File: src/rtl/pixel_scanner.sv
// Framebuffer read-out: walks the pixel byte address over an H x V frame and
// streams one byte per RAM word lane as a valid/ready pixel stream with markers.
module pixel_scanner #(
  parameter int         H_PIXELS  = 32,
  parameter int         V_LINES   = 32,
  parameter logic [9:0] BASE_ADDR = 10'd0
) (
  input  logic        clk,
  input  logic        reset,
  input  logic        start,
  input  logic        continuous,
  output logic [9:0]  pixel_address,
  input  logic [31:0] pixel_word,
  output logic [7:0]  pix_data,
  output logic        pix_valid,
  input  logic        pix_ready,
  output logic        pix_sof,
  output logic        pix_eol,
  output logic        pix_eof,
  output logic        busy,
  output logic        frame_done,
  output logic [15:0] frame_count
);

  typedef enum logic [1:0] {IDLE, RUN, DRAIN} state_t;

  localparam logic [9:0] X_LAST = 10'(H_PIXELS - 1);
  localparam logic [9:0] Y_LAST = 10'(V_LINES - 1);

  state_t     state, state_next;
  logic [9:0] x, y;
  logic       load, accept, eof_accept;
  logic       last_x, last_pixel;
  logic [7:0] byte_sel;

  // A new pixel is fetched whenever the output register is empty or being drained.
  assign load       = (state == RUN) && (!pix_valid || pix_ready);
  assign accept     = pix_valid && pix_ready;
  assign eof_accept = accept && pix_eof;
  assign last_x     = (x == X_LAST);
  assign last_pixel = last_x && (y == Y_LAST);
  assign busy       = (state != IDLE);

  always_comb begin
    byte_sel = pixel_word[7:0];
    unique case (pixel_address[1:0])
      2'd0:    byte_sel = pixel_word[7:0];
      2'd1:    byte_sel = pixel_word[15:8];
      2'd2:    byte_sel = pixel_word[23:16];
      default: byte_sel = pixel_word[31:24];
    endcase
  end

  always_ff @(posedge clk) begin
    if (reset) state <= IDLE;
    else       state <= state_next;
  end

  always_comb begin
    state_next = state;
    unique case (state)
      IDLE:    if (start) state_next = RUN;
      RUN:     if (load && last_pixel && !continuous) state_next = DRAIN;
      DRAIN:   if (eof_accept) state_next = IDLE;
      default: state_next = IDLE;
    endcase
  end

  // Continuous mode reloads the scan position on the eof load so the next
  // frame follows without a bubble; single-shot rewinds only on entry to IDLE.
  always_ff @(posedge clk) begin
    if (reset) begin
      x             <= '0;
      y             <= '0;
      pixel_address <= BASE_ADDR;
      pix_data      <= '0;
      pix_valid     <= 1'b0;
      pix_sof       <= 1'b0;
      pix_eol       <= 1'b0;
      pix_eof       <= 1'b0;
      frame_done    <= 1'b0;
      frame_count   <= '0;
    end else begin
      if (load) begin
        pix_data  <= byte_sel;
        pix_valid <= 1'b1;
        pix_sof   <= (x == '0) && (y == '0);
        pix_eol   <= last_x;
        pix_eof   <= last_pixel;
        if (last_pixel) begin
          x             <= '0;
          y             <= '0;
          pixel_address <= continuous ? BASE_ADDR : pixel_address + 10'd1;
        end else if (last_x) begin
          x             <= '0;
          y             <= y + 10'd1;
          pixel_address <= pixel_address + 10'd1;
        end else begin
          x             <= x + 10'd1;
          pixel_address <= pixel_address + 10'd1;
        end
      end else begin
        if (accept) pix_valid <= 1'b0;
        if (state_next == IDLE) begin
          x             <= '0;
          y             <= '0;
          pixel_address <= BASE_ADDR;
        end
      end
      frame_done <= eof_accept;
      if (eof_accept) frame_count <= frame_count + 16'd1;
    end
  end

endmodule

File: config.mk
export PLATFORM = sky130hd
export DESIGN_NAME = pixel_scanner
export DESIGN_NICKNAME = d
export VERILOG_FILES = /design/src/rtl/pixel_scanner.sv
export SDC_FILE = /design/constraint.sdc
export NUM_CORES = 1
export LEC_CHECK = 0
export ABC_AREA = 1
export ABC_CLOCK_PERIOD_IN_PS = 5300
export BUFFER_PORTS_ARGS = -buffer_cell sky130_fd_sc_hd__buf_2
export CAP_MARGIN = 40
export CORE_ASPECT_RATIO = 1.2
export CORE_MARGIN = 8
export CORE_UTILIZATION = 47
export CTS_CLUSTER_SIZE = 10
export DETAILED_ROUTE_END_ITERATION = 10
export GPL_TIMING_DRIVEN = 0
export PLACE_DENSITY = 0.73
export SYNTH_ARGS = -nofsm -noshare
export SYNTH_HDL_FRONTEND = slang
export SYNTH_SLANG_ARGS = --single-unit
File: constraint.sdc
create_clock -name clk -period 5.3 [get_ports clk]
set_input_delay 0.265 -clock clk [delete_from_list [all_inputs] [get_ports clk]]
set_output_delay 0.265 -clock clk [all_outputs]
set_load 0.02 [all_outputs]
==> results.json, run 1 <==
{
  "syn_area_sq_um": 3240,
  "powerDensity_nw_per_um2": 293,
  "firstDrtPassIters": 4,
  "p_comb_frac": 0.163,
  "synthCells": 479,
  "insertion_delay_ns": 0.34,
  "cp.required_ns": 5.57,
  "grt_max_degree": 11,
  "maxCapViolCount": 0,
  "grt_use_total": 0.180,
  "synth_edf_count": 0,
  "cts-htree-levels": 3,
  "synthTopCellsByArea": "dfxtp_1 (38%), nand2_1 (13%), a21oi_1 (9.3%)",
  "synth.distinct_cells": 32,
  "final_core_util": 0.584,
  "grt_pass1_wl_mm": 14.7,
  "hold_viol": 0,
  "clock_sinks": 61,
  "ctsLongestPathBuffers": 2,
  "fmax_mhz": 494,
  "hp-class": "in -> reg",
  "ir_worst_vdd_mv": 0.187,
  "setup_viol": 0,
  "async_flop_share": 0,
  "yosysMostFrequentCell": "nand2_1",
  "dieArea_sq_um": 9830,
  "clockRootBuffer": "clkbuf_8",
  "finalCriticalPeriod_ns": 2.02,
  "clkSlewWorstSetupHoldPaths_ns": 0.07,
  "netSwitchingPower_w": 0.000317,
  "switching_share": 0.274,
  "dominantRegCellSynth": "dfxtp_1",
  "synth_commonest_cells": "nand2_1 (109), dfxtp_1 (61), a21oi_1 (60), inv_1 (52), nor2_1 (45)",
  "num_antenna_cells": 0,
  "min_period_over_period": 0.382,
  "finalNonFillerCells": 657,
  "cp-end-kind": "register",
  "crit_arrival_ns": 2.30,
  "finalSetupTns_ns": 0,
  "final_antenna_net_count": 0,
  "antenna_found_initial": 0,
  "grt-ovfl-total": 0,
  "port_buffers": 75,
  "leakage_nw": 1.69,
  "synth_top_area_cell": "dfxtp_1",
  "num_rows": 33,
  "core_area_sq_um": 6770,
  "p_clk_frac": 0.404,
  "start_kind": "register",
  "avgSynthCellArea_sq_um": 6.77,
  "initial_core_util": 0.479,
  "place_inst": 641,
  "worst_pin_slew_ns": 0.524,
  "yosysSeqAreaShare": 0.377,
  "drive_above_1_share": 0.209,
  "pwr-share-seq": 0.432,
  "drc_errors": 0,
  "nets": 611,
  "totalWireLength_mm": 8.69,
  "wl_per_cell_microns": 13.2,
  "vias_per_cell": 5.16,
  "dp_hpwl_mm": 6.62,
  "dr_total_vias": 3387,
  "p_int_w": 0.000841,
  "ys_warn_count": 0,
  "crit_path_max_fanout": 10,
  "yosysTopAreaCellShare": 0.377,
  "ctsResizeCount": 0,
  "cts_inserted_buffers": 9,
  "maxSlewViolCount": 0,
  "routabilityCongestion": 0.897,
  "synth_nets": 525,
  "grt_pass1_vias": 3204,
  "finClkSkew_ns": 0.00892,
  "rsz0062_at_grt": "false",
  "criticalPathCategory": "reg -> reg",
  "seqCellArea_sq_um": 1220,
  "cts_tree": "built",
  "area_growth_pct": 21.9,
  "io_pins": 77,
  "fillers": 654,
  "first_iter_violations": 160,
  "hold_buffers": 0,
  "multiInputGateArea_sq_um": 1720,
  "ys_seq_elements": 61,
  "status": "completed",
  "slew_headroom": 0.651,
  "postCtsSetupBuffers": 0,
  "dieHeight_microns": 107,
  "fp.dieW_microns": 91.8
}
==> cell type report <==
type                            instances  share of cell area
Clock buffer                           12              0.0393
Timing Repair Buffer                   75              0.0950
Inverter                               55              0.0522
Multi-Input combinational cell        344               0.435
Sequential cell                        61               0.309
Buffer                                 19              0.0241
Clock inverter                          4              0.0177
Tap cell                               87              0.0275
==> registers in the layout, indices dropped and copies added (netlist names) <==
signal / cells
pix_data: 8
y: 10
pixel_address: 10
pix_eof: 1
frame_count: 16
state: 2
x: 10
pix_valid: 1
frame_done: 1
pix_eol: 1
pix_sof: 1
==> critical path: stages (launching register included) <==
cell and delay, ns:
dfxtp_1 0.48, ha_1 0.19, clkbuf_1 0.41, nand4_1 0.22, nor3_1 0.22, nand2_1 0.09
xor2_1 0.14, nand2_1 0.07, a21oi_1 0.13
==> metrics by stage <==
stage | worst slack, ns | hold WS [ns] | cell area, sq um | power, W
3_3_place_gp | 3.33 | 0.455 | 3730 | 0.000696
5_1_grt | 3.10 | 0.235 | 3950 | 0.00122
4_1_cts | 3.30 | 0.210 | 3950 | 0.00117
2_1_floorplan | 3.54 | 0.452 | 3240 | 0.000639
3_5_place_dp | 3.33 | 0.465 | 3730 | 0.000699
6_report | 3.28 | 0.215 | 3950 | 0.00116
==> kinds of logic (layout without fill, tap and decap cells) <==
kind of cell | after synthesis | in the layout | share of synthesized area
xor gates and xnor gates | 5 | 5 | 0.0135
and+or+nand+nor | 226 | 226 | 0.307
adders and majority gates | 9 | 9 | 0.0347
buffers and inverters | 74 | 165 | 0.0930
AOI/OAI and AO/OA | 104 | 104 | 0.176
DFF | 61 | 61 | 0.377
==> power groups by stage <==
stage	Sequential, W	Clock (W)	Combinational [W]
floorplan	0.000518	0	0.000121
global placement	0.000509	0	0.000186
detailed placement	0.000510	0	0.000189
CTS	0.000500	0.000477	0.000191
global route	0.000504	0.000500	0.000213
finish	0.000501	0.000468	0.000189
==> path summary, 6_finish.rpt <==
check | endpoint | from | cells past startpoint | slack, ns
setup reg to reg | pixel_address[8]$_SDFFE_PP0P_ | pixel_address[0]$_SDFFE_PP0P_ | 8 | 3.28
hold / removal | pix_data[4]$_SDFFE_PP0P_ | pixel_word[28] | 3 | 0.21
setup / recovery | pixel_address[8]$_SDFFE_PP0P_ | pixel_address[0]$_SDFFE_PP0P_ | 8 | 3.28
hold reg to reg | pix_sof$_SDFFE_PP0P_ | pix_sof$_SDFFE_PP0P_ | 2 | 0.48
==> cells in the final DEF, fill, tap and decap left out, drive strengths merged <==
| cell type | netlist | layout |
|---|---|---|
| buf | 7 | 82 |
| o21bai | 2 | 2 |
| bufinv | 0 | 2 |
| nand4 | 12 | 12 |
| a21oi | 60 | 60 |
| or2 | 1 | 1 |
| nand3 | 35 | 35 |
| nor3b | 2 | 2 |
| nor4 | 1 | 1 |
| o21ai | 29 | 29 |
| o21a | 2 | 2 |
| ha | 9 | 9 |
| nor2 | 50 | 50 |
| inv | 55 | 55 |
| a31o | 8 | 8 |
| a31oi | 2 | 2 |
| nand3b | 1 | 1 |
| nand2 | 112 | 112 |
| clkinv | 0 | 2 |
| dfxtp | 61 | 61 |
| clkbuf | 12 | 24 |
| nor3 | 12 | 12 |
| o31ai | 1 | 1 |
| xor2 | 5 | 5 |
==> layer usage <==
metal / wire, microns / GRT usage / vias up / share of wire
met1: 3880 / 0.208 / 1527 / 0.45
li1: - / - / 1747 / -
met5: 0 / 0 / - / 0
met3: 631 / 0.0517 / 8 / 0.073
met4: 85 / 0.0773 / 0 / 0.0098
met2: 4100 / 0.304 / 105 / 0.47
No activity file was read; power rests on OpenSTA's default activity.
==> inputs of run 2 (changes only) <==
--- a/config.mk
+++ b/config.mk
@@ -5,8 +5,8 @@
 export SDC_FILE = /design/constraint.sdc
 export NUM_CORES = 1
 export LEC_CHECK = 0
-export ABC_AREA = 1
-export ABC_CLOCK_PERIOD_IN_PS = 5300
+export ABC_AREA = 0
+export ABC_CLOCK_PERIOD_IN_PS = 1900
 export BUFFER_PORTS_ARGS = -buffer_cell sky130_fd_sc_hd__buf_2
 export CAP_MARGIN = 40
 export CORE_ASPECT_RATIO = 1.2
==> constraint.sdc (replaced) <==
create_clock -name clk -period 1.9 [get_ports clk]
set_input_delay 0.095 -clock clk [delete_from_list [all_inputs] [get_ports clk]]
set_output_delay 0.095 -clock clk [all_outputs]
set_load 0.02 [all_outputs]
==> results.json, run 2 <==
{
  "synthXorXnorAreaFrac": 0.0405,
  "seqCellArea_sq_um": 1240,
  "maxCapViolCount": 0,
  "grt_pass1_vias": 3451,
  "rr_worst_depth": 4,
  "hp-class": "in -> reg",
  "crit_arrival_ns": 2.13,
  "num_rows": 33,
  "yosysTopAreaCellShare": 0.377,
  "final_cell_mix": "buf_2 (75), dfxtp_1 (51), nand2_1 (50)",
  "dominantRegCellSynth": "dfxtp_1",
  "finalPower_w": 0.00261,
  "finalSetupTns_ns": -0.0377,
  "synth_compound_area_frac": 0.213,
  "synth_commonest_cells": "dfxtp_1 (61), nand2_1 (50), nand3_1 (28), a21oi_1 (24), nor2_1 (23)",
  "grt-ovfl-total": 0,
  "largest_register": "frame_count",
  "setup_viol": 4,
  "fillers": 623,
  "synthAdderAreaFrac": 0.0347,
  "finalCriticalPeriod_ns": 1.91,
  "worst_slack_ns": -0.0136,
  "port_buffers": 75,
  "leakage_nw": 1.60,
  "syn_area_sq_um": 3240,
  "hold_viol": 0,
  "final_common_cell": "buf_2",
  "status": "complete, but fails checks",
  "min_period_over_period": 1.01,
  "fin_hold_ws_ns": 0.0705,
  "first_iter_violations": 265,
  "wl_per_cell_microns": 16.1,
  "final_antenna_net_count": 0,
  "avgSynthCellArea_sq_um": 8.19,
  "cts_inserted_buffers": 9,
  "synth_top_family_by_area": "simple AND/OR/NAND/NOR gates",
  "grt_use_total": 0.187,
  "synthCells": 396,
  "ys_seq_elements": 61,
  "yosysSeqAreaShare": 0.377,
  "finClkSkew_ns": 0.0102,
  "netSwitchingPower_w": 0.000722,
  "yosysMostFrequentCell": "dfxtp_1",
  "synthTopCellsByArea": "dfxtp_1 (38%), nand2_1 (5.8%), nand3_1 (4.3%)",
  "yosys.area_share.simple": 0.269,
  "totalWireLength_mm": 9.45,
  "drc_errors": 0,
  "grt_max_degree": 11,
  "criticalPathCategory": "reg -> reg",
  "worst_pin_slew_ns": 0.575,
  "p_int_w": 0.00189,
  "clkSlewWorstSetupHoldPaths_ns": 0.07,
  "dp_hpwl_mm": 6.58,
  "num_antenna_cells": 0,
  "fp.dieW_microns": 91.8,
  "powerDensity_nw_per_um2": 622,
  "switching_share": 0.277,
  "grt_pass1_wl_mm": 15.5,
  "async_flop_share": 0,
  "maxSlewViolCount": 0,
  "p_clk_frac": 0.373,
  "initial_core_util": 0.479,
  "synth.distinct_cells": 57,
  "routabilityCongestion": 0.845,
  "ys_warn_count": 0,
  "pwr-share-seq": 0.506,
  "fmax_mhz": 523,
  "slew_headroom": 0.616,
  "p_comb_frac": 0.121,
  "crit_path_max_fanout": 7,
  "synth_nets": 442,
  "ctsLongestPathBuffers": 2,
  "synth_edf_count": 0,
  "drive_above_1_share": 0.316,
  "cts_tree": "built",
  "antenna_found_initial": 0,
  "dieHeight_microns": 107,
  "start_kind": "register",
  "vias_per_cell": 5.81,
  "synth_top_area_cell": "dfxtp_1",
  "hold_depth": 3,
  "multiInputGateArea_sq_um": 2000,
  "post-place-ws_ns": -0.378,
  "cts-htree-levels": 3,
  "largest_register_ffs": 16,
  "clock_sinks": 61,
  "io_pins": 77,
  "dr_total_vias": 3410,
  "rsz0062_at_grt": "true",
  "cp.required_ns": 2.12,
  "insertion_delay_ns": 0.34,
  "ir_worst_vdd_mv": 0.377,
  "area_growth_pct": 29.3,
  "core_area_sq_um": 6770,
  "clockRootBuffer": "clkbuf_8",
  "nets": 541,
  "firstDrtPassIters": 4,
  "failed_checks": "setup timing",
  "dieArea_sq_um": 9820,
  "muxShareOfSynthArea": 0.00656,
  "cp-end-kind": "register"
}
[run 2: changes by cell type in the layout (fill, tap and decap cells not counted), moves of 11 or more]
cell / before / now
nand2_1: 109 / 50
a21oi_1: 60 / 24
inv_1: 52 / 17
nor2_1: 45 / 21
buf_4: 2 / 17
o21ai_0: 28 / 16
o211ai_1: 0 / 11
[run 2: area by class of cell]
class | count | area share
Buffer | 18 | 0.0278
Clock inverter | 5 | 0.00657
Timing Repair Buffer | 92 | 0.120
Sequential cell | 61 | 0.296
Multi-Input combinational cell | 296 | 0.477
Tap cell | 87 | 0.0260
Inverter | 17 | 0.0152
Clock buffer | 11 | 0.0313
[run 2: per-stage QoR]
stage / std cells / util / cell area (sq um)
5_1_grt: 587 / 0.619 / 4190
2_1_floorplan: 396 / - / 3280
6_report: 587 / 0.619 / 4190
3_5_place_dp: 558 / 0.556 / 3760
4_1_cts: 583 / 0.603 / 4080
3_3_place_gp: 558 / 0.556 / 3760
[run 2: path summary, 6_finish.rpt]
check,start,endpoint,slack (ns)
setup / recovery,y[5]$_SDFFE_PP0P_,pixel_address[7]$_SDFFE_PP0P_,-0.01
hold / removal,start,state[0]$_SDFF_PP0_,0.07
setup reg to reg,y[5]$_SDFFE_PP0P_,pixel_address[7]$_SDFFE_PP0P_,-0.01
hold reg to reg,pix_data[4]$_SDFFE_PP0P_,pix_data[4]$_SDFFE_PP0P_,0.45
[run 2: critical path, cell delays in order, from the launching register on]
cell and delay (ns):
dfxtp_2 0.34, or4_4 0.55, or4_4 0.52, o21ai_4 0.27, o211ai_1 0.12
[run 2: power by group through the flow]
stage	logic (W)	clock network, W	registers, W
after floorplan	0.000155	0	0.00137
after global placement	0.000281	0	0.00135
after detailed placement	0.000286	0	0.00135
after CTS	0.000305	0.000987	0.00132
after global routing	0.000345	0.00105	0.00132
final	0.000315	0.000973	0.00132
[run 2: cells by family after synthesis]
kind of cell | count (synthesis)
adders and majority gates | 9
buffers and inverters | 40
DFF | 61
xor gates and xnor gates | 15
and+or+nand+nor | 170
AOI/OAI and AO/OA | 99
muxes | 2
[run 2: metal layers]
layer / share of wire / vias up / wire [microns] / global-route usage
met5: 0 / - / 0 / 0
met4: 0.0096 / 0 / 91 / 0.0496
met3: 0.076 / 10 / 719 / 0.0601
met2: 0.48 / 120 / 4550 / 0.329
met1: 0.43 / 1591 / 4090 / 0.213
li1: - / 1689 / - / -
[run 2: repair_timing]
action                                  in CTS  in global routing
setup buffers                               10                  7
resized for setup                           22                 26
pin swaps                                   15                  7
hold buffers                                 0                  0
cloned                                       1                  0
endpoints found under the setup margin      40                 40
